## src/rtl/music_pkg.sv

```systemverilog
// Shared types, constants and helpers for the music sequencer.
package music_pkg;

    typedef enum logic [2:0] {
        ST_IDLE  = 3'd0,
        ST_FETCH = 3'd1,
        ST_LOAD  = 3'd2,
        ST_PLAY  = 3'd3,
        ST_DONE  = 3'd4
    } state_t;

    localparam logic [3:0] END_MARKER = 4'hF;
    localparam logic [3:0] NOTE_REST  = 4'h0;

    // Bit positions inside an 8-bit music word.
    localparam int NOTE_MSB = 7;
    localparam int NOTE_LSB = 4;
    localparam int OCT_MSB  = 3;
    localparam int OCT_LSB  = 2;
    localparam int DUR_MSB  = 1;
    localparam int DUR_LSB  = 0;

    // Duration index to number of tempo units.
    function automatic logic [3:0] duration_units(input logic [1:0] idx);
        case (idx)
            2'b00:   duration_units = 4'd1;
            2'b01:   duration_units = 4'd2;
            2'b10:   duration_units = 4'd4;
            default: duration_units = 4'd8;
        endcase
    endfunction

endpackage

```

## src/rtl/music_sequencer_if.sv

```systemverilog
// Control, song ROM and tone generator signals of the music sequencer.
interface music_sequencer_if #(
    parameter int ADDR_WIDTH = 24
);
    logic                  start;
    logic [ADDR_WIDTH-1:0] start_addr;
    logic                  pause;
    logic                  stop;
    logic [ADDR_WIDTH-1:0] rom_addr;
    logic [7:0]            rom_data;
    logic [3:0]            note;
    logic [1:0]            octave;
    logic                  note_valid;
    logic                  playing;
    logic                  done;

    // Host side: issues commands, returns ROM data, consumes the note.
    modport master (
        output start, start_addr, pause, stop, rom_data,
        input  rom_addr, note, octave, note_valid, playing, done
    );

    // Sequencer side.
    modport slave (
        input  start, start_addr, pause, stop, rom_data,
        output rom_addr, note, octave, note_valid, playing, done
    );
endinterface

```

## src/rtl/music_sequencer.sv

```systemverilog
// Walks the song ROM word by word, decoding each word into a note that is
// held for its duration in tempo units. FSM, address register and duration
// counter live together here.
//
// state | meaning
// IDLE  | waiting for start, rom_addr holds last value
// FETCH | rom_addr stable, ROM read in flight
// LOAD  | rom_data decoded, counter loaded (or end marker seen)
// PLAY  | duration counter running, frozen while paused
// DONE  | one-cycle done pulse, outputs cleared
module music_sequencer
    import music_pkg::*;
#(
    parameter int ADDR_WIDTH  = 24,
    parameter int TICK_CYCLES = 6250000
) (
    input  logic              clk,
    input  logic              reset,
    music_sequencer_if.slave  bus
);

    localparam int CNT_W = $clog2(8 * TICK_CYCLES);

    state_t                state_q;
    logic [ADDR_WIDTH-1:0] rom_addr_q;
    logic [CNT_W-1:0]      cnt_q;
    logic [3:0]            note_q;
    logic [1:0]            octave_q;
    logic                  note_valid_q;
    logic                  playing_q;
    logic                  done_q;

    logic [3:0]            word_note_d;
    logic [1:0]            word_oct_d;
    logic [1:0]            word_dur_d;
    logic [3:0]            note_d;
    logic [CNT_W-1:0]      cnt_load_d;

    // Decode the ROM word; codes 13 and 14 collapse to a rest.
    always_comb begin
        word_note_d = bus.rom_data[NOTE_MSB:NOTE_LSB];
        word_oct_d  = bus.rom_data[OCT_MSB:OCT_LSB];
        word_dur_d  = bus.rom_data[DUR_MSB:DUR_LSB];
        note_d      = (word_note_d >= 4'd13) ? NOTE_REST : word_note_d;
        cnt_load_d  = CNT_W'(int'(duration_units(word_dur_d)) * TICK_CYCLES - 1);
    end

    // Sequencer FSM with registered outputs, address and duration counter.
    always_ff @(posedge clk or posedge reset) begin
        if (reset) begin
            state_q      <= ST_IDLE;
            rom_addr_q   <= '0;
            cnt_q        <= '0;
            note_q       <= NOTE_REST;
            octave_q     <= 2'd0;
            note_valid_q <= 1'b0;
            playing_q    <= 1'b0;
            done_q       <= 1'b0;
        end else begin
            done_q <= 1'b0;
            if (state_q != ST_IDLE && bus.stop) begin
                state_q      <= ST_IDLE;
                note_q       <= NOTE_REST;
                octave_q     <= 2'd0;
                note_valid_q <= 1'b0;
                playing_q    <= 1'b0;
            end else begin
                case (state_q)
                    ST_IDLE: begin
                        if (bus.start && !bus.stop) begin
                            rom_addr_q <= bus.start_addr;
                            state_q    <= ST_FETCH;
                            playing_q  <= 1'b1;
                        end
                    end
                    ST_FETCH: begin
                        state_q <= ST_LOAD;
                    end
                    ST_LOAD: begin
                        if (word_note_d == END_MARKER) begin
                            state_q      <= ST_DONE;
                            done_q       <= 1'b1;
                            note_q       <= NOTE_REST;
                            octave_q     <= 2'd0;
                            note_valid_q <= 1'b0;
                        end else begin
                            state_q      <= ST_PLAY;
                            note_q       <= note_d;
                            octave_q     <= word_oct_d;
                            note_valid_q <= (note_d != NOTE_REST);
                            cnt_q        <= cnt_load_d;
                        end
                    end
                    ST_PLAY: begin
                        // Pause freezes the counter and mutes, keeping the note.
                        if (bus.pause) begin
                            note_valid_q <= 1'b0;
                        end else begin
                            note_valid_q <= (note_q != NOTE_REST);
                            if (cnt_q == '0) begin
                                if (rom_addr_q == '1) begin
                                    state_q      <= ST_DONE;
                                    done_q       <= 1'b1;
                                    note_q       <= NOTE_REST;
                                    octave_q     <= 2'd0;
                                    note_valid_q <= 1'b0;
                                end else begin
                                    rom_addr_q <= rom_addr_q + 1'b1;
                                    state_q    <= ST_FETCH;
                                end
                            end else begin
                                cnt_q <= cnt_q - 1'b1;
                            end
                        end
                    end
                    ST_DONE: begin
                        state_q   <= ST_IDLE;
                        playing_q <= 1'b0;
                    end
                    default: begin
                        state_q   <= ST_IDLE;
                        playing_q <= 1'b0;
                    end
                endcase
            end
        end
    end

    assign bus.rom_addr   = rom_addr_q;
    assign bus.note       = note_q;
    assign bus.octave     = octave_q;
    assign bus.note_valid = note_valid_q;
    assign bus.playing    = playing_q;
    assign bus.done       = done_q;

endmodule

```

## src/flat_wrapper.sv

```systemverilog
// flat-port wrapper written by rule: the top's interface ports become plain ports
module music_sequencer_flat import music_pkg::*;
#(
    parameter int ADDR_WIDTH  = 24,
    parameter int TICK_CYCLES = 6250000
)
  (clk, reset, bus_start, bus_start_addr, bus_pause, bus_stop, bus_rom_data, bus_rom_addr, bus_note, bus_octave, bus_note_valid, bus_playing, bus_done);
  music_sequencer_if #(.ADDR_WIDTH(ADDR_WIDTH)) bus_i ();
  input  logic clk;
  input  logic reset;
  input wire logic [$bits(bus_i.start)-1:0] bus_start;
  input wire logic [$bits(bus_i.start_addr)-1:0] bus_start_addr;
  input wire logic [$bits(bus_i.pause)-1:0] bus_pause;
  input wire logic [$bits(bus_i.stop)-1:0] bus_stop;
  input wire logic [$bits(bus_i.rom_data)-1:0] bus_rom_data;
  output wire logic [$bits(bus_i.rom_addr)-1:0] bus_rom_addr;
  output wire logic [$bits(bus_i.note)-1:0] bus_note;
  output wire logic [$bits(bus_i.octave)-1:0] bus_octave;
  output wire logic [$bits(bus_i.note_valid)-1:0] bus_note_valid;
  output wire logic [$bits(bus_i.playing)-1:0] bus_playing;
  output wire logic [$bits(bus_i.done)-1:0] bus_done;
  assign bus_i.start = bus_start;
  assign bus_i.start_addr = bus_start_addr;
  assign bus_i.pause = bus_pause;
  assign bus_i.stop = bus_stop;
  assign bus_i.rom_data = bus_rom_data;
  assign bus_rom_addr = bus_i.rom_addr;
  assign bus_note = bus_i.note;
  assign bus_octave = bus_i.octave;
  assign bus_note_valid = bus_i.note_valid;
  assign bus_playing = bus_i.playing;
  assign bus_done = bus_i.done;
  music_sequencer #(.ADDR_WIDTH(ADDR_WIDTH), .TICK_CYCLES(TICK_CYCLES)) u_core (.clk(clk), .reset(reset), .bus(bus_i));
endmodule
```

## config.mk

```make
export PLATFORM = sky130hd
export DESIGN_NAME = music_sequencer_flat
export DESIGN_NICKNAME = d
export VERILOG_FILES = /design/src/rtl/music_pkg.sv /design/src/rtl/music_sequencer_if.sv /design/src/rtl/music_sequencer.sv /design/src/flat_wrapper.sv
export SDC_FILE = /design/constraint.sdc
export NUM_CORES = 1
export LEC_CHECK = 0
export BUFFER_PORTS_ARGS = -buffer_cell sky130_fd_sc_hd__buf_2
export CAP_MARGIN = 20
export CORE_UTILIZATION = 60
export DETAILED_ROUTE_END_ITERATION = 8
export PLACE_DENSITY = 0.84
export SYNTH_ARGS = -nofsm -noshare
export SYNTH_HDL_FRONTEND = slang
export SYNTH_SLANG_ARGS = --single-unit
```

## constraint.sdc

```tcl
create_clock -name clk -period 8.27 [get_ports clk]
set_input_delay 0.827 -clock clk [delete_from_list [all_inputs] [get_ports clk]]
set_output_delay 0.827 -clock clk [all_outputs]
set_load 0.02 [all_outputs]
```

==> summary.txt, run 1 <==
Run status
  – Status: finished clean

Power and ir drop
  – Clock Power Share: 21.1%
  – Static leakage: 2.13 nW
  – Switching power total: 0.673 mW
  – Power after layout: 1.55 mW
  – Switching Fraction: 43.5%
  – Register share of total power: 39.0%
  – Comb pwr share: 39.9%
  – PD cells: 309 mW/mm2
  – Internal: 0.874 mW
  – Peak supply drop: 0.000168 V

STA
  – RSZ-0062 raised after global routing: false
  – Setup violators final: 0
  – Final Hold Viols: 0
  – Skew final: 11.2 ps
  – TNS Setup: 0 ps
  – Final period utilization: 44.8%
  – Min Tclk post-route: 3700 ps
  – Setup ws final: 4570 ps
  – Slew HR: 44.2%
  – FMAX: 270 MHz
  – Worst slew pin tran: 829 ps
  – Slew Limit Fails: 0

Finish
  – Area delta synth->final: 13.8%
  – Cell area after layout: 0.00501 mm2
  – Final Util: 72.2%
  – Fillers: 544
  – Storage cell area: 0.00155 mm2
  – Multi-input gate area: 0.00265 mm2
  – ANT cells: 0
  – Layout Nets: 653
  – Share of cells above drive strength 1: 16.1%

Synth
  – Yosys cell types: 59
  – Avg Synthesized Cell Area: 8.08 um2
  – Mapped Area: 0.00441 mm2
  – Warnings, synthesis: 0
  – Mapped Cells: 545
  – Sequential area share after synthesis: 35.2%
  – Most used DFF post-synth: dfrtp_1
  – Async SR Flop Fraction: 100%
  – Synthesized Nets: 600
  – EDFF count, synth: 0
  – Seq cells post-synth: 62

Worst setup path
  – Reg-to-reg critical path endpoint: u_core.bus.rom_addr[8]
  – FF-to-FF Start: u_core.cnt_q[11]
  – Startpoint Class: flop
  – Cell Chain, Critical Path: or4_1 -> or3_1 -> or4_4 -> or4_1 -> nand2_1 -> o2bb2a_1
  – Worst path bufs/invs: 0
  – WP data arrival: 3930 ps
  – Critical path class: reg2reg
  – Worst Reg2Reg Path Length in Cells: 6
  – R2R setup slack: 4570 ps
  – Most common cell on crit path: or4_1
  – Slowest CP cell: or4_1
  – Critical Path Max Stage Delay: 830 ps
  – Peak fanout along the critical path: 17
  – WP data required: 8490 ps
  – Crit end category: flop
  – Crit path max-delay family: simple AND/OR/NAND/NOR gates

Global routing
  – Total grt overflow: 0
  – Largest net degree at the start of global routing: 63
  – First-pass GRT wire length: 19900 um
  – Antenna violations before repair: 0
  – GR Util All Layers: 32.9%
  – Vias in the first global route: 4197

Clock tree
  – Worst-Skew Late Latency: 350 ps
  – Hold-fix buffers, CTS: 0
  – Htree depth: 3
  – Clock-pin slew on the worst setup and hold paths: 70 ps
  – Setup Buffers After CTS: 0
  – Clk sink count: 62
  – CTS root buf: clkbuf_8
  – Post-cts sizing count: 0
  – CTS max path bufs: 2
  – TritonCTS clock tree: built
  – Cts bufs inserted: 9

Hold path
  – Hold endpoint: u_core.bus.playing
  – Tightest Hold Check Type: reg2reg
  – HP Start: u_core.state_q[2]
  – Hold path depth: 1

Route
  – Vias: 4694
  – TritonRoute pass-1 iters: 5
  – Routed WL per cell: 17.4 um
  – Antenna Violating Nets Remaining: 0
  – DRC violations left: 0
  – Final WL: 12100 um
  – Vias per cell: 6.72
  – Drt initial violations: 400

Placed design
  – DP HPWL: 8240 um
  – # port buffers: 69
  – GPL Wtd Cong: 0.915
  – Area after DPL: 0.00477 mm2
  – Worst slack, placed: 4670 ps

Die
  – Die Ht: 87.7 um
  – Starting Density: 63.4%
  – Area of the die: 0.00769 mm2
  – Die width: 87.7 um
  – Site Rows: 30
  – Core ar.: 0.00694 mm2
  – Number of I/O pins: 70

Flow run
  – Total of max-cap violations: 0
## worst register-to-register path: cells and delay by family, from the launching register on
kind | cells | cell delay (ps)
simple gates | 5 | 2850
flops | 1 | 450
compound gates | 1 | 270
## power groups by stage
| stage | sequential (mW) | clock [mW] | combinational [mW] |
|---|---|---|---|
| global placement | 0.587 | 0 | 0.589 |
| CTS | 0.595 | 0.327 | 0.610 |
| detailed placement | 0.598 | 0 | 0.605 |
| global route | 0.624 | 0.340 | 0.682 |
| finish | 0.603 | 0.326 | 0.618 |
| floorplan | 0.641 | 0 | 0.363 |
## metal layers
| layer | routed length [um] | GRT usage [%] | up-vias |
|---|---|---|---|
| met5 | 0 | 0 | - |
| met1 | 5390 | 45.7 | 2228 |
| li1 | - | - | 2168 |
| met4 | 336 | 12.8 | 0 |
| met3 | 840 | 6.13 | 44 |
| met2 | 5560 | 51.0 | 254 |
## Yosys cell counts, drive strengths merged, types with 3 or more instances
cell type  count  share of area, %
nand2         37               3.2
o2bb2a         3              0.68
o211ai         4              0.68
nor4          11               1.6
a211oi         5              0.85
and3           7              0.99
a2bb2oi        4              0.80
a22o           4              0.80
o22ai          4              0.57
dfrtp         62                35
o22a          11               2.2
nand3b         4              0.68
o31ai         11               2.0
ha            17               4.8
o21ai         55               6.2
clkbuf        24               2.0
buf            9               1.3
a21oi         56               6.4
nand2b         7              0.99
and2           6              0.91
or4            7               1.3
a32oi          5              0.99
a32o           3              0.68
a31oi         18               2.6
a22oi          5              0.85
nand3         21               2.4
o31a           4              0.80
inv           18               1.5
nor2          57               4.9
nand4          9               1.3
nor3          14               1.6
and4           5              0.99
or3            6              0.85
mux2i          3              0.68
nor4b          3              0.60
## registers in the layout (all words and copies together) (netlist names)
signal and flops:
u_core.bus.note 4, u_core.state_q 3, u_core.bus.done 1, u_core.cnt_q 26, u_core.bus.rom_addr 24, u_core.bus.playing 1
u_core.bus.note_valid 1, u_core.bus.octave 2
## final cells by class
class	count	share of cell area, %
Timing Repair Buffer	75	7.79
Multi-Input combinational cell	432	52.8
Tap cell	96	2.40
Sequential cell	62	31.0
Clock buffer	11	2.82
Clock inverter	4	1.90
Inverter	18	1.35
## stage by stage
step,std cells,hold slack (ps)
2_1_floorplan,545,429
3_3_place_gp,682,460
3_5_place_dp,682,462
4_1_cts,697,471
5_1_grt,698,496
6_report,698,485
## layout by cell type, fill, tap and decap left out, types with 3 or more instances in the layout
cell	synthesis	final
buf_2	1	69
dfrtp_1	62	62
nor2_1	57	56
a21oi_1	56	56
o21ai_0	55	54
nand2_1	37	37
nand3_1	21	21
a31oi_1	18	18
inv_1	18	17
ha_1	17	17
nor3_1	14	14
nor4_1	11	11
o22a_1	11	11
o31ai_1	10	10
clkbuf_8	0	10
nand4_1	9	9
nand2b_1	7	7
and3_1	7	7
or4_1	6	6
or3_1	6	6
buf_4	0	6
a211oi_1	5	5
a22oi_1	5	5
and2_1	5	5
and4_1	5	5
a32oi_1	5	5
nand3b_1	4	4
a2bb2oi_1	4	4
o211ai_1	4	4
a22o_1	4	4
o22ai_1	4	4
o31a_1	4	4
nor4b_1	3	3
mux2i_1	3	3
o2bb2a_1	3	3
a32o_1	3	3
bufinv_16	0	3
## cell families after synthesis
kind of cell	share of synthesized area, %
AO/OA/AOI/OAI	30.2
AND/OR/NAND/NOR	23.3
flip-flops	35.2
buffers and inverters	4.88
adder cells (fa/ha/maj)	5.28
multiplexers	0.682
XOR/XNOR	0.398
## worst max path at each step
stage / from / to / slack, ps / cells past startpoint
final: u_core.cnt_q[11] / u_core.bus.rom_addr[8] / 4570 / 6
after detailed placement: u_core.cnt_q[11] / u_core.bus.rom_addr[8] / 4670 / 6
after floorplan: u_core.cnt_q[11] / u_core.bus.rom_addr[2] / 4960 / 10
after global placement: u_core.cnt_q[11] / u_core.bus.rom_addr[15] / 4740 / 6
after global routing: u_core.cnt_q[11] / u_core.bus.rom_addr[8] / 4430 / 6
after CTS: u_core.cnt_q[11] / u_core.bus.rom_addr[8] / 4620 / 6
No activity file was read; power rests on OpenSTA's default activity.
==> run 2: changes to the inputs <==
--- a/config.mk
+++ b/config.mk
@@ -5,11 +5,12 @@
 export SDC_FILE = /design/constraint.sdc
 export NUM_CORES = 1
 export LEC_CHECK = 0
+export ABC_AREA = 1
 export BUFFER_PORTS_ARGS = -buffer_cell sky130_fd_sc_hd__buf_2
 export CAP_MARGIN = 20
-export CORE_UTILIZATION = 60
+export CORE_UTILIZATION = 59
 export DETAILED_ROUTE_END_ITERATION = 8
-export PLACE_DENSITY = 0.84
+export PLACE_DENSITY = 0.82
 export SYNTH_ARGS = -nofsm -noshare
 export SYNTH_HDL_FRONTEND = slang
 export SYNTH_SLANG_ARGS = --single-unit
==> constraint.sdc (replaced) <==
create_clock -name clk -period 3.6 [get_ports clk]
set_input_delay 0.36 -clock clk [delete_from_list [all_inputs] [get_ports clk]]
set_output_delay 0.36 -clock clk [all_outputs]
set_load 0.02 [all_outputs]
==> run 2 against run 1 <==
Count of clock-buffer cells in the layout did not move. Die area up 12%. Synthesized cell count grew 32%. Register-to-register slack worse by 3600 ps. Global-route usage decreased by 1.1 points. Cell count grew 27%. Sequential power is 120% higher. Sequential cell count unchanged. Worst hold slack got worse by 330 ps. Sequential share of layout area decreased by 2.7 points. Non-clock buffer count shrank 1. Worst setup slack got worse by 3600 ps. Largest cell class unchanged.
==> summary.txt, run 2 <==
Worst setup path
  – Worst Reg2Reg Path Length in Cells: 10
  – WP data required: 3830 ps
  – Peak fanout along the critical path: 7
  – Slowest CP cell: fa_1
  – WP data arrival: 2830 ps
  – Worst path bufs/invs: 5
  – Crit end category: flop
  – Crit path max-delay family: adder cells
  – Critical Path Max Stage Delay: 530 ps
  – FF-to-FF Start: u_core.bus.rom_addr[0]
  – Reg-to-reg critical path endpoint: u_core.bus.note[2]
  – Critical path class: in2reg
  – Most common cell on crit path: nand2_1
  – Cell Chain, Critical Path: buf_2 -> inv_1 -> ha_1 -> xnor2_1 -> inv_1 -> fa_1 -> inv_1 -> nor3_1 -> o2111ai_1 -> nor2_1 -> nand4_1 -> inv_1 -> nand2_1 -> nand2_1 -> nand2_1 -> nand2_1 -> nand2_1
  – R2R setup slack: 1010 ps
  – Startpoint Class: input port

Placed design
  – DP HPWL: 9330 um
  – Worst slack, placed: 676 ps
  – # port buffers: 69
  – GPL Wtd Cong: 0.917

Global routing
  – Total grt overflow: 0
  – Largest net degree at the start of global routing: 53
  – GR Util All Layers: 31.8%
  – Antenna violations before repair: 0
  – Vias in the first global route: 4788
  – First-pass GRT wire length: 21800 um

Synth
  – Avg Synthesized Cell Area: 6.78 um2
  – Warnings, synthesis: 0
  – Async SR Flop Fraction: 100%
  – Seq cells post-synth: 62
  – Cell with the most instances after synthesis: nand2_1
  – Synthesized Nets: 772
  – Most used DFF post-synth: dfrtp_1
  – Yosys cell types: 50
  – EDFF count, synth: 0
  – Synth top area cells: dfrtp_1, nand2_1, o21ai_0
  – Post-synth top area share: 31.9%
  – Mapped Cells: 717
  – Mapped Area: 0.00486 mm2
  – Cell taking the most area after synthesis: dfrtp_1
  – Sequential area share after synthesis: 31.9%
  – Commonest cells post-synth: nand2_1, inv_1, nor2_1

Die
  – Core ar.: 0.00785 mm2
  – Die Ht: 92.8 um
  – Site Rows: 32
  – Starting Density: 62.0%
  – Die width: 92.8 um
  – Area of the die: 0.00861 mm2
  – Number of I/O pins: 70

Clock tree
  – CTS max path bufs: 2
  – Cts bufs inserted: 9
  – CTS root buf: clkbuf_8
  – Hold-fix buffers, CTS: 0
  – Htree depth: 3
  – Setup Buffers After CTS: 0
  – TritonCTS clock tree: built
  – Clock-pin slew on the worst setup and hold paths: 80 ps
  – Worst-Skew Late Latency: 350 ps
  – Post-cts sizing count: 0
  – Clk sink count: 62

Power and ir drop
  – Power after layout: 4.20 mW
  – Peak supply drop: 0.000523 V
  – Static leakage: 2.73 nW
  – PD cells: 767 mW/mm2

STA
  – Min Tclk post-route: 2600 ps
  – Final period utilization: 72.2%
  – TNS Setup: 0 ps
  – Slew HR: 47.1%
  – Slew Limit Fails: 0
  – Worst slew pin tran: 793 ps
  – Skew final: 14.9 ps
  – FMAX: 385 MHz
  – RSZ-0062 raised after global routing: false
  – Final Hold Viols: 0
  – Setup violators final: 0
  – Setup ws final: 1000 ps

Finish
  – Top reg by flops: u_core.cnt_q
  – Multi-input gate area: 0.00285 mm2
  – Share of cells above drive strength 1: 16.3%
  – Storage cell area: 0.00155 mm2
  – Most common cell after layout, fill and taps aside: nand2_1
  – Layout Nets: 838
  – Area delta synth->final: 12.7%
  – Max reg flops: 26
  – Fillers: 692
  – Most frequent cells in the layout: nand2_1, inv_1, buf_2, nor2_1, o21ai_0
  – ANT cells: 0

Route
  – Met3 WL: 951 um
  – Final WL: 12900 um
  – Vias: 5073
  – TritonRoute pass-1 iters: 5
  – DR WL met2: 6080 um
  – Routed WL per cell: 14.5 um
  – Antenna Violating Nets Remaining: 0
  – Vias per cell: 5.71
  – Max Used Layer: met4
  – M1 wire length: 5570 um
  – Drt initial violations: 415
  – DRC violations left: 0

Hold path
  – Tightest Hold Check Type: in2async

Flow run
  – Total of max-cap violations: 0

Run status
  – Status: finished clean
run 2: cell count changes in the layout (fill, tap and decap cells not counted), sizes merged, moves of 10 or more:
cell | previous run | this run
nand2 | 37 | 211
inv | 18 | 91
a21oi | 56 | 20
o21ai | 55 | 85
xor2 | 2 | 22
nand3 | 21 | 37
a31oi | 18 | 3
nor3 | 14 | 29
nor2 | 57 | 69
o22a | 11 | 0
o31ai | 11 | 1
run 2: logic make-up (layout without fill, tap and decap cells):
logic type | after synthesis | after routing | synth area share (%)
and+or+nand+nor | 378 | 378 | 34.4
xor gates and xnor gates | 24 | 24 | 4.32
adders and majority gates | 18 | 18 | 4.78
AOI/OAI and AO/OA | 123 | 123 | 14.8
DFF | 62 | 62 | 31.9
muxes | 1 | 1 | 0.206
buffers and inverters | 111 | 181 | 9.54
run 2: through the flow:
step	utilization, %	instances	hold WS (ps)	instance area (um2)
after floorplan	-	717	474	4860
after global placement	67.0	874	475	5260
after detailed placement	67.0	874	476	5260
after CTS	69.9	889	195	5480
after global routing	69.9	889	230	5480
final	69.9	889	155	5480
run 2: power breakdown:
part	switching, mW	leakage [nW]	internal, mW
clock	0.282	0.115	0.422
combinational	1.49	1.87	0.700
sequential	0.314	0.744	0.997
run 2: cell type report:
cell class | instances | share of cell area (%)
well taps | 102 | 2.33
flip-flops and latches | 62 | 28.3
multi-input cells | 544 | 52.0
inverters | 92 | 6.39
clock buffers | 11 | 2.76
repair buffers | 74 | 6.98
clock inverters | 4 | 1.28
run 2: how the worst max path moves through the flow:
stage	from	to	slack, ps	depth (start not counted)
finish	bus_rom_data[0]	u_core.cnt_q[23]	1000	17
floorplan	bus_rom_data[0]	u_core.cnt_q[23]	1090	16
global placement	bus_rom_data[0]	u_core.cnt_q[23]	770	17
detailed placement	bus_rom_data[0]	u_core.cnt_q[23]	680	17
CTS	bus_rom_data[0]	u_core.cnt_q[23]	1010	17
global route	bus_rom_data[0]	u_core.cnt_q[23]	720	17
run 2: per-layer routing:
layer	GRT usage, %	vias to the layer above
li1	-	2463
met1	41.5	2336
met2	52.0	239
met3	5.42	35
met4	13.2	0
met5	0	-
